===== config.mk =====
export PLATFORM = sky130hd
export DESIGN_NAME = serial_adder_ctrl_flat
export DESIGN_NICKNAME = d
export VERILOG_FILES = /design/src/rtl/serial_adder_if.sv /design/src/rtl/serial_adder_ctrl.sv /design/src/flat_wrapper.sv
export SDC_FILE = /design/constraint.sdc
export NUM_CORES = 1
export LEC_CHECK = 0
export BUFFER_PORTS_ARGS = -buffer_cell sky130_fd_sc_hd__buf_2
export CORE_AREA = 2 2 60 62
export DETAILED_ROUTE_END_ITERATION = 16
export DIE_AREA = 0 0 62 64
export GPL_TIMING_DRIVEN = 0
export PLACE_DENSITY = 0.76
export SETUP_SLACK_MARGIN = 0.5
export SYNTH_ARGS = -nofsm -noshare
export SYNTH_HDL_FRONTEND = slang
export SYNTH_SLANG_ARGS = --single-unit

===== constraint.sdc =====
create_clock -name clk -period 1.7 [get_ports clk]
set_clock_uncertainty 0.15 [all_clocks]
set_input_delay 0.17 -clock clk [delete_from_list [all_inputs] [get_ports clk]]
set_output_delay 0.17 -clock clk [all_outputs]
set_load 0.02 [all_outputs]

===== src/rtl/serial_adder_if.sv =====
// Handshake and operand/result bundle for the bit-serial adder controller.
interface serial_adder_if #(
   parameter int WIDTH = 8
);
   logic             start;
   logic [WIDTH-1:0] a_in;
   logic [WIDTH-1:0] b_in;
   logic             cin_in;
   logic             busy;
   logic             done;
   logic [WIDTH-1:0] sum;
   logic             cout;
   logic             ovf;

   modport master (
      output start, a_in, b_in, cin_in,
      input  busy, done, sum, cout, ovf
   );

   modport slave (
      input  start, a_in, b_in, cin_in,
      output busy, done, sum, cout, ovf
   );
endinterface


===== src/rtl/serial_adder_ctrl.sv =====
// Bit-serial adder: one full-adder cell, LSB first, WIDTH cycles per operation.
//
// state | meaning
// IDLE  | waiting for start; outputs hold last completed result
// RUN   | one bit per edge through the full-adder cell
// DONE  | one-cycle done pulse, then back to IDLE
module serial_adder_ctrl #(
   parameter int WIDTH = 8
) (
   input  logic          clk,
   input  logic          rst,
   serial_adder_if.slave bus
);

   localparam int CW = $clog2(WIDTH);

   typedef enum logic [1:0] {
      IDLE = 2'd0,
      RUN  = 2'd1,
      DONE = 2'd2
   } state_t;

   state_t           state;
   logic [WIDTH-1:0] shift_a;
   logic [WIDTH-1:0] shift_b;
   logic [WIDTH-1:0] acc;
   logic             carry;
   logic [CW-1:0]    bit_cnt;

   logic fa_s;
   logic fa_c;

   assign fa_s = shift_a[0] ^ shift_b[0] ^ carry;
   assign fa_c = (shift_a[0] & shift_b[0]) | (carry & (shift_a[0] ^ shift_b[0]));

   always_ff @(posedge clk) begin
      if (rst) begin
         state    <= IDLE;
         shift_a  <= '0;
         shift_b  <= '0;
         acc      <= '0;
         carry    <= 1'b0;
         bit_cnt  <= '0;
         bus.busy <= 1'b0;
         bus.done <= 1'b0;
         bus.sum  <= '0;
         bus.cout <= 1'b0;
         bus.ovf  <= 1'b0;
      end else begin
         bus.done <= 1'b0;
         case (state)
            IDLE: begin
               if (bus.start) begin
                  shift_a  <= bus.a_in;
                  shift_b  <= bus.b_in;
                  carry    <= bus.cin_in;
                  acc      <= '0;
                  bit_cnt  <= '0;
                  bus.busy <= 1'b1;
                  state    <= RUN;
               end
            end
            RUN: begin
               shift_a <= shift_a >> 1;
               shift_b <= shift_b >> 1;
               carry   <= fa_c;
               acc     <= {fa_s, acc[WIDTH-1:1]};
               if (bit_cnt == CW'(WIDTH - 1)) begin
                  // acc stays private so partial sums never reach the output
                  bus.sum  <= {fa_s, acc[WIDTH-1:1]};
                  bus.cout <= fa_c;
                  bus.ovf  <= carry ^ fa_c;
                  bus.busy <= 1'b0;
                  bus.done <= 1'b1;
                  bit_cnt  <= '0;
                  state    <= DONE;
               end else begin
                  bit_cnt <= bit_cnt + 1'b1;
               end
            end
            DONE: begin
               state <= IDLE;
            end
            default: begin
               bus.busy <= 1'b0;
               state    <= IDLE;
            end
         endcase
      end
   end

endmodule


===== src/flat_wrapper.sv =====
// flat-port wrapper written by rule: the top's interface ports become plain ports
module serial_adder_ctrl_flat 
#(
   parameter int WIDTH = 8
)
  (clk, rst, bus_start, bus_a_in, bus_b_in, bus_cin_in, bus_busy, bus_done, bus_sum, bus_cout, bus_ovf);
  serial_adder_if #(.WIDTH(WIDTH)) bus_i ();
  input  logic clk;
  input  logic rst;
  input wire logic [$bits(bus_i.start)-1:0] bus_start;
  input wire logic [$bits(bus_i.a_in)-1:0] bus_a_in;
  input wire logic [$bits(bus_i.b_in)-1:0] bus_b_in;
  input wire logic [$bits(bus_i.cin_in)-1:0] bus_cin_in;
  output wire logic [$bits(bus_i.busy)-1:0] bus_busy;
  output wire logic [$bits(bus_i.done)-1:0] bus_done;
  output wire logic [$bits(bus_i.sum)-1:0] bus_sum;
  output wire logic [$bits(bus_i.cout)-1:0] bus_cout;
  output wire logic [$bits(bus_i.ovf)-1:0] bus_ovf;
  assign bus_i.start = bus_start;
  assign bus_i.a_in = bus_a_in;
  assign bus_i.b_in = bus_b_in;
  assign bus_i.cin_in = bus_cin_in;
  assign bus_busy = bus_i.busy;
  assign bus_done = bus_i.done;
  assign bus_sum = bus_i.sum;
  assign bus_cout = bus_i.cout;
  assign bus_ovf = bus_i.ovf;
  serial_adder_ctrl #(.WIDTH(WIDTH)) u_core (.clk(clk), .rst(rst), .bus(bus_i));
endmodule

# == Word level (Yosys, flattened, before mapping) ==
# Index checks and enable logic that the tools add are counted.
# op_classes
add_sub_neg,1
eq_ne,5
mux,18
bitwise,8
reduce_logical,7
# ops
op,n
case mux 8 bit (2 select lines),3
2-to-1 mux 8 bit,3
2-to-1 mux 3 bit,2
case mux 3 bit (2 select lines),1
AND reduction 2 bit,3
2-to-1 mux 1 bit,4
2-to-1 mux 2 bit,2
case mux 2 bit (2 select lines),1
adder 3 x 1 -> 3 bit (second input constant),1
== test 3 bit (second input constant),1
case mux 1 bit (3 select lines),1
AND reduction 3 bit,1
bitwise XOR 1 bit,3
bitwise AND 1 bit,2
== test 2 x 1 -> 1 bit (second input constant),1
== test 2 bit (second input constant),1
zero test 2 bit,1
inequality test 2 x 1 -> 1 bit (second input constant),1
inequality test 2 bit (second input constant),1
NOT 1 bit,2
case mux 1 bit (2 select lines),1
nonzero test 2 bit,1
OR reduction 2 bit,1
OR 1 bit,1
# word_totals
regBits,42
in_bits,20
out_inout_bits,12
wordCells,50

# == Logic depth before layout (Yosys ltp) ==
# Gate-level depths: netlist of run 1.
# depth
ltp_word,4
depth_mapped,6
mapped_depth_nobuf,5

# == Worst setup path before layout of run 1 ==
# No wires, ideal clock.
# synth_timing
path_type,register to register
start,register u_core.bit_cnt[0]
end,register u_core.bus.ovf
setup_time_ps,86
arrival_ps,1208
t_required_ps,1464
slack_ps,257
stages_incl_launch_ff,6
path_buffers,1
period_less_slack_ps,1443
cell_sequence,dfxtp_1 > ha_1 > ha_1 > and3b_1 > buf_2 > a211oi_1
# synth_between
elab_chain_len,2
# synth_lines
element,line,source
"start, declared",serial_adder_ctrl.sv:28,logic [CW-1:0] bit_cnt;
"start signal, assigned",serial_adder_ctrl.sv:78,bit_cnt <= bit_cnt + 1'b1;
== test 3 bit,serial_adder_ctrl.sv:68,if (bit_cnt == CW'(WIDTH - 1)) begin
AND reduction 2 bit (no source line),n/a,
"end signal, assigned",serial_adder_ctrl.sv:72,bus.ovf <= carry ^ fa_c;
"end, declared",serial_adder_if.sv:22,"output busy, done, sum, cout, ovf"
# Every way passes these cells.
# A chain may end at the register's enable or synchronous reset.

# == Final worst setup path of run 1 ==
# layout_timing
start,register u_core.bit_cnt[1]
end,register u_core.bus.sum[6]
# layout_between
elab_chain_len,2
# layout_lines
element,line,source
== test 3 bit,serial_adder_ctrl.sv:68,
AND reduction 2 bit (no source line),n/a,
"end signal, assigned",serial_adder_ctrl.sv:70,"bus.sum <= {fa_s, acc[WIDTH-1:1]};"
"end, declared",serial_adder_if.sv:22,
# Every way passes these cells.

==> impl_metrics.tcl, run 1 <==
set metrics [dict create \
    postSynthAreaPerCell_um2 9.632 \
    hold_viol_final 1 \
    cts_hold_buffers 2 \
    failed_checks "hold timing" \
    netlist.area_leader.share_pct 47.61 \
    status "finished with violations" \
    fillers 168 \
    area_growth_pct 58.64 \
    dpl.hpwl_mm 2.753 \
    summed_instance_area_of_the_synthesized_netlist_um2 1724 \
    grt_pass1_wl_mm 7.527 \
    drt-total-wl_mm 5.511 \
    layout.cells.most_common "sky130_fd_sc_hd__dfxtp_1" \
    hp-class "input pin to flip-flop" \
    clk_pin_slew_worst_paths_ps 130 \
    max_cap_viols 0 \
    grt_setup_unrepaired "true" \
    criticalPathCategory "flip-flop to flip-flop" \
    drt_iter0_drc 79 \
    first_pass_iters 4 \
    synth-warning-count 0 \
    place_congestion 0.7852 \
    achievable_freq_ghz 0.6479 \
    final_area_um2 2735 \
    initial_utilization_pct 52.50 \
    power-per-cell-area_nw_per_um2 745.6 \
    tritoncts "built" \
    synth_sequential_area_ratio_pct 47.61 \
    synth_cells 179 \
    finalHoldWorstSlack_ps -33.09 \
    layout_worst_path_cycle_share_pct 90.79 \
    synth.ff_latch_count 41 \
    groute.usage.overall_pct 26.13 \
    slew_headroom_pct 49.63 \
    leak_pwr_nw 1.040 \
    cts_buffers 5 \
    proportion_of_layout_cells_with_a_drive_suffix_above_1_pct 62.50 \
    total_global_routing_overflow 0 \
    netlist_top_cells_area "sky130_fd_sc_hd__dfxtp_1, sky130_fd_sc_hd__mux2i_1, sky130_fd_sc_hd__nor2_1" \
    design.die.area_um2 3968 \
    min-delay-start "rst" \
    tightest_slew_ps 755.6 \
    num_rows 21 \
    route.detailed.vias_per_inst 5.703 \
    cts_root_buffer "sky130_fd_sc_hd__clkbuf_4" \
    cts_num_sinks 41 \
    grt_pass1_vias 1637 \
    io-pin-count 32 \
    ant_nets 0 \
    detail_route.drc_violations 0 \
    antenna_violations_before_repair 0 \
    setup_tns_after_final_layout_ps 0 \
    min_period_ps 1543 \
    die_x_um 62 \
    synth_largest_area_cell "sky130_fd_sc_hd__dfxtp_1" \
    critPathMaxFanout 5 \
    launching_instance_or_port_of_the_critical_path "u_core.bit_cnt[1]" \
    grt_start_max_net_pins 13 \
    synthDistinctLibCells 30 \
    wl_per_cell_um 19.27 \
    report.final.slew_viol_count 0 \
    io_buffer_count 30 \
    worstReg2RegStart "u_core.bit_cnt[1]" \
    cp_data_arrival_time_ps 1680 \
    mostFrequentLayoutCells "sky130_fd_sc_hd__dfxtp_1, sky130_fd_sc_hd__buf_2, sky130_fd_sc_hd__nor2_1, sky130_fd_sc_hd__buf_4" \
    mappedNetlistNets 202 \
    routed-via-count 1631 \
    clkLatencyLatePin_ps 370 \
    fp.coreArea_um2 3284 \
    placedInstanceArea_um2 2091 \
    finish.utilization_pct 83.28 \
    vdd_ir_drop_max_mv 0.7010 \
    worst_setup_path_end_kind "flip-flop" \
    setup_viol_count_final 0 \
    antenna_cells_inserted 0 \
    crit_required_ps 1840 \
    setup.worst_path.start_class "flip-flop" \
    clock_path_buffers 2 \
    die_y_um 64 \
    num-nets-final 262 \
    cts.htree.levels 2 \
]
==> state kept, by name, indices dropped and copies added, names as in the netlist <==
| register | count |
|---|---|
| u_core.acc | 7 |
| u_core.bit_cnt | 3 |
| u_core.bus.busy | 1 |
| u_core.bus.cout | 1 |
| u_core.bus.done | 1 |
| u_core.bus.ovf | 1 |
| u_core.bus.sum | 8 |
| u_core.carry | 1 |
| u_core.shift_a | 8 |
| u_core.shift_b | 8 |
| u_core.state | 2 |
==> worst max-delay path, cell delays in order, from the launching register on <==
cell and delay (ps):
sky130_fd_sc_hd__dfxtp_2 360, sky130_fd_sc_hd__ha_4 160, sky130_fd_sc_hd__ha_4 170, sky130_fd_sc_hd__nand3b_1 200, sky130_fd_sc_hd__buf_6 170, sky130_fd_sc_hd__nand2_1 80, sky130_fd_sc_hd__a21oi_1 190
==> cell families after synthesis <==
logic type | count (synthesis) | synth area share (%)
AO/OA/AOI/OAI | 42 | 18.80
XOR/XNOR | 1 | 0.5081
adder cells (fa/ha/maj) | 3 | 2.612
buffers and inverters | 16 | 6.313
flip-flops | 41 | 47.61
multiplexers | 14 | 8.127
AND/OR/NAND/NOR | 62 | 16.04
==> layout make-up <==
class / count / area (um2) / area share (%)
multi-input combinational: 122 / 1145 / 41.86
sequential: 41 / 843.3 / 30.83
timing repair buffer: 53 / 459.2 / 16.79
buffer: 15 / 175.2 / 6.404
tap: 46 / 57.56 / 2.104
clock buffer: 6 / 41.29 / 1.510
clock inverter: 2 / 10.01 / 0.3660
inverter: 1 / 3.754 / 0.1372
==> worst paths after layout <==
check | endpoint | slack, ps | cells after the start
worst min register to register | u_core.bus.sum[4] | 320 | 2
worst max register to register | u_core.bus.sum[6] | 160 | 6
worst min-delay path | u_core.shift_b[6] | -30 | 2
worst max-delay path | u_core.bus.sum[6] | 160 | 6
==> timing repair <==
action / CTS / global route
gates cloned: 6 / 1
buffers inserted: 12 / 2
endpoints found under the hold margin: 3 / 2
endpoints found under the setup margin: 43 / 52
resized for setup: 45 / 56
pin swaps: 16 / 14
==> power by group <==
part	switching, mW	internal, mW
Combinational	0.220	0.267
Sequential	0.0523	1.01
Clock	0.333	0.158
==> synthesized netlist by cell type <==
cell type / n
sky130_fd_sc_hd__a21oi_1: 12
sky130_fd_sc_hd__fa_1: 1
sky130_fd_sc_hd__o21bai_1: 1
sky130_fd_sc_hd__nor3_1: 1
sky130_fd_sc_hd__dfxtp_1: 41
sky130_fd_sc_hd__buf_2: 5
sky130_fd_sc_hd__mux2i_1: 14
sky130_fd_sc_hd__nor2b_1: 2
sky130_fd_sc_hd__and3b_1: 1
sky130_fd_sc_hd__o21ba_1: 1
sky130_fd_sc_hd__a32oi_1: 1
sky130_fd_sc_hd__nor3b_2: 1
sky130_fd_sc_hd__ha_1: 2
sky130_fd_sc_hd__a22oi_1: 10
sky130_fd_sc_hd__nand3b_1: 1
sky130_fd_sc_hd__buf_4: 1
sky130_fd_sc_hd__or3b_1: 1
sky130_fd_sc_hd__a21o_1: 1
sky130_fd_sc_hd__nand2b_1: 5
sky130_fd_sc_hd__xnor2_1: 1
sky130_fd_sc_hd__clkbuf_1: 3
sky130_fd_sc_hd__a211oi_2: 7
sky130_fd_sc_hd__nor2_1: 29
sky130_fd_sc_hd__a211oi_1: 9
sky130_fd_sc_hd__buf_6: 3
sky130_fd_sc_hd__inv_1: 1
sky130_fd_sc_hd__buf_1: 2
sky130_fd_sc_hd__buf_12: 1
sky130_fd_sc_hd__nand2_1: 20
sky130_fd_sc_hd__or3_1: 1
==> layer usage <==
metal  vias up  global-route usage, %  part of all wire [%]  wire [um]
li1        749                      -                     -          -
met1       806                  32.31                    41       2266
met2        59                  43.23                    52       2846
met3        17                  5.263                   4.4        245
met4         0                  10.11                   2.8        153
met5         -                      0                     0          0
==> metrics by stage <==
| step | setup slack, ps | hold WS (ps) | cells | power [mW] |
|---|---|---|---|---|
| after floorplan | 373.2 | 168.3 | 179 | 1.290 |
| after global placement | 305.8 | 267.1 | 255 | 1.349 |
| after detailed placement | 283.8 | 284.5 | 255 | 1.367 |
| after CTS | 264.0 | -52.14 | 283 | 1.941 |
| after global routing | 118.1 | -47.20 | 286 | 2.120 |
| final | 156.5 | -33.09 | 286 | 2.039 |
(Power assumes the default switching activity.)
==> run 2, diff against run 1 <==
--- a/config.mk
+++ b/config.mk
@@ -11,7 +11,7 @@
 export DIE_AREA = 0 0 62 64
 export GPL_TIMING_DRIVEN = 0
 export PLACE_DENSITY = 0.76
-export SETUP_SLACK_MARGIN = 0.5
+export SETUP_SLACK_MARGIN = 0.3
 export SYNTH_ARGS = -nofsm -noshare
 export SYNTH_HDL_FRONTEND = slang
 export SYNTH_SLANG_ARGS = --single-unit
==> impl_metrics.tcl, run 2 (same netlist as run 1, synthesis figures left out) <==
set metrics [dict create \
    status "finished with violations" \
    failed_checks "hold timing" \
    finalHoldWorstSlack_ps -46.69 \
    first_pass_iters 4 \
    grt_pass1_vias 1394 \
    most_frequent_cell_on_the_critical_path "sky130_fd_sc_hd__ha_4" \
    total_global_routing_overflow 0 \
    clkLatencyLatePin_ps 370 \
    hold_viol_final 3 \
    final_total_power_mw 1.891 \
    multi_input_comb_area_um2 895.9 \
    route.detailed.vias_per_inst 5.204 \
    drt-total-wl_mm 3.611 \
    cts.htree.levels 2 \
    die_x_um 62 \
    detail_route.drc_violations 0 \
    fp.coreArea_um2 3284 \
    vdd_ir_drop_max_mv 0.5911 \
    grt_pass1_wl_mm 6.030 \
    cp_data_arrival_time_ps 1530 \
    fillers 268 \
    layout.cells.most_common "sky130_fd_sc_hd__dfxtp_1" \
    grt_start_max_net_pins 14 \
    slew_headroom_pct 56.38 \
    report.final.slew_viol_count 0 \
    antenna_violations_before_repair 0 \
    setup_tns_after_final_layout_ps 0 \
    final_area_um2 2200 \
    routed-via-count 1405 \
    initial_utilization_pct 52.50 \
    design.die.area_um2 3968 \
    ff_latch_area_um2 825.8 \
    crit_path_top_delay_cell "sky130_fd_sc_hd__dfxtp_2" \
    max_cap_viols 0 \
    hp-class "input pin to flip-flop" \
    tritoncts "built" \
    r2r.worst_path.cells 6 \
    proportion_of_layout_cells_with_a_drive_suffix_above_1_pct 36.61 \
    clk_pin_slew_worst_paths_ps 120 \
    crit_required_ps 1780 \
    setup.worst_path.start_class "flip-flop" \
    placedInstanceArea_um2 1941 \
    leak_pwr_nw 0.9147 \
    mostFrequentLayoutCells "sky130_fd_sc_hd__dfxtp_1, sky130_fd_sc_hd__buf_2, sky130_fd_sc_hd__nor2_1" \
    num-nets-final 246 \
    drt_iter0_drc 52 \
    power-per-cell-area_nw_per_um2 859.8 \
    io-pin-count 32 \
    critPathMaxStageDelay_ps 360 \
    grt_setup_unrepaired "true" \
    cts_root_buffer "sky130_fd_sc_hd__clkbuf_4" \
    tightest_slew_ps 654.3 \
    criticalPathCategory "flip-flop to flip-flop" \
    critPathMaxFanout 5 \
    worstPathCellList "ha_4 -> ha_4 -> and3b_2 -> buf_6 -> nand2_2 -> a21oi_2" \
    cts_hold_buffers 5 \
    area_growth_pct 27.58 \
    achievable_freq_ghz 0.6913 \
    groute.usage.overall_pct 20.46 \
    setup_viol_count_final 0 \
    worst_setup_path_end_kind "flip-flop" \
    num_rows 21 \
    cts_buffers 5 \
    die_y_um 64 \
    cts_num_sinks 41 \
    ant_nets 0 \
    io_buffer_count 30 \
    clock_path_buffers 2 \
    wl_per_cell_um 13.37 \
    dpl.hpwl_mm 2.327 \
    place_congestion 0.8142 \
    antenna_cells_inserted 0 \
    hold_path_stages 2 \
    min_period_ps 1446 \
    layout_worst_path_cycle_share_pct 85.09 \
    top_regs "u_core.bus.sum (8), u_core.shift_a (8), u_core.shift_b (8)" \
]
==> run 2: cell count changes in the layout (fill, tap and decap cells not counted), moves of 7 or more <==
cell	previous run	this run
sky130_fd_sc_hd__dfxtp_2	12	4
sky130_fd_sc_hd__mux2i_1	3	14
sky130_fd_sc_hd__buf_6	14	7
sky130_fd_sc_hd__buf_4	18	2
sky130_fd_sc_hd__nor2_1	18	29
sky130_fd_sc_hd__dfxtp_1	27	37
sky130_fd_sc_hd__nor2_4	8	0
sky130_fd_sc_hd__buf_2	20	32
==> run 2: area by class of cell <==
class | instances | share of cell area (%)
Multi-Input combinational cell | 122 | 40.73
Sequential cell | 41 | 37.54
Timing Repair Buffer | 37 | 9.954
Buffer | 15 | 5.631
Clock buffer | 7 | 2.958
Tap cell | 46 | 2.617
Clock inverter | 1 | 0.3982
Inverter | 1 | 0.1706
==> run 2: critical path: cells and delay by family (launching register included) <==
family,cells,cell delay (ps)
compound gates,1,40
fa+ha+maj,2,320
buf+inv,1,150
flops,1,360
simple gates,2,300
==> run 2: worst paths after layout <==
| kind | slack [ps] | endpoint | startpoint |
|---|---|---|---|
| min reg2reg | 310 | u_core.bus.sum[5] | u_core.bus.sum[5] |
| min | -50 | u_core.shift_b[6] | rst |
| max | 250 | u_core.bus.sum[2] | u_core.bit_cnt[0] |
| max reg2reg | 250 | u_core.bus.sum[2] | u_core.bit_cnt[0] |
==> run 2: per-stage QoR <==
| step | hold WS, ps | util, % | cells | worst slack [ps] |
|---|---|---|---|---|
| 6_report | -46.69 | 66.97 | 270 | 253.5 |
| 5_1_grt | -43.18 | 66.97 | 270 | 202.6 |
| 4_1_cts | -45.39 | 65.37 | 270 | 264.0 |
| 3_5_place_dp | 276.1 | 59.09 | 255 | 203.3 |
| 3_3_place_gp | 266.3 | 59.09 | 255 | 230.2 |
| 2_1_floorplan | 168.3 | - | 179 | 311.0 |
==> run 2: per-layer routing <==
layer	up-vias	wire length, um	GRT usage (%)
li1	712	-	-
met1	653	1608	26.18
met2	33	1715	31.77
met3	7	225	6.275
met4	0	61	7.447
met5	-	0	0
==> run 2: power breakdown <==
part           switching (mW)  total [mW]  internal, mW
clock network           0.328       0.576         0.247
registers              0.0334        1.04          1.01
logic                   0.140       0.274         0.134
==> run 2: timing repair <==
action / in CTS / in global routing
hold endpoints to repair: 6 / 1
gates cloned: 1 / 0
setup buffers: 1 / 0
resized for setup: 21 / 14
setup endpoints to repair: 19 / 21
pin swaps: 6 / 4
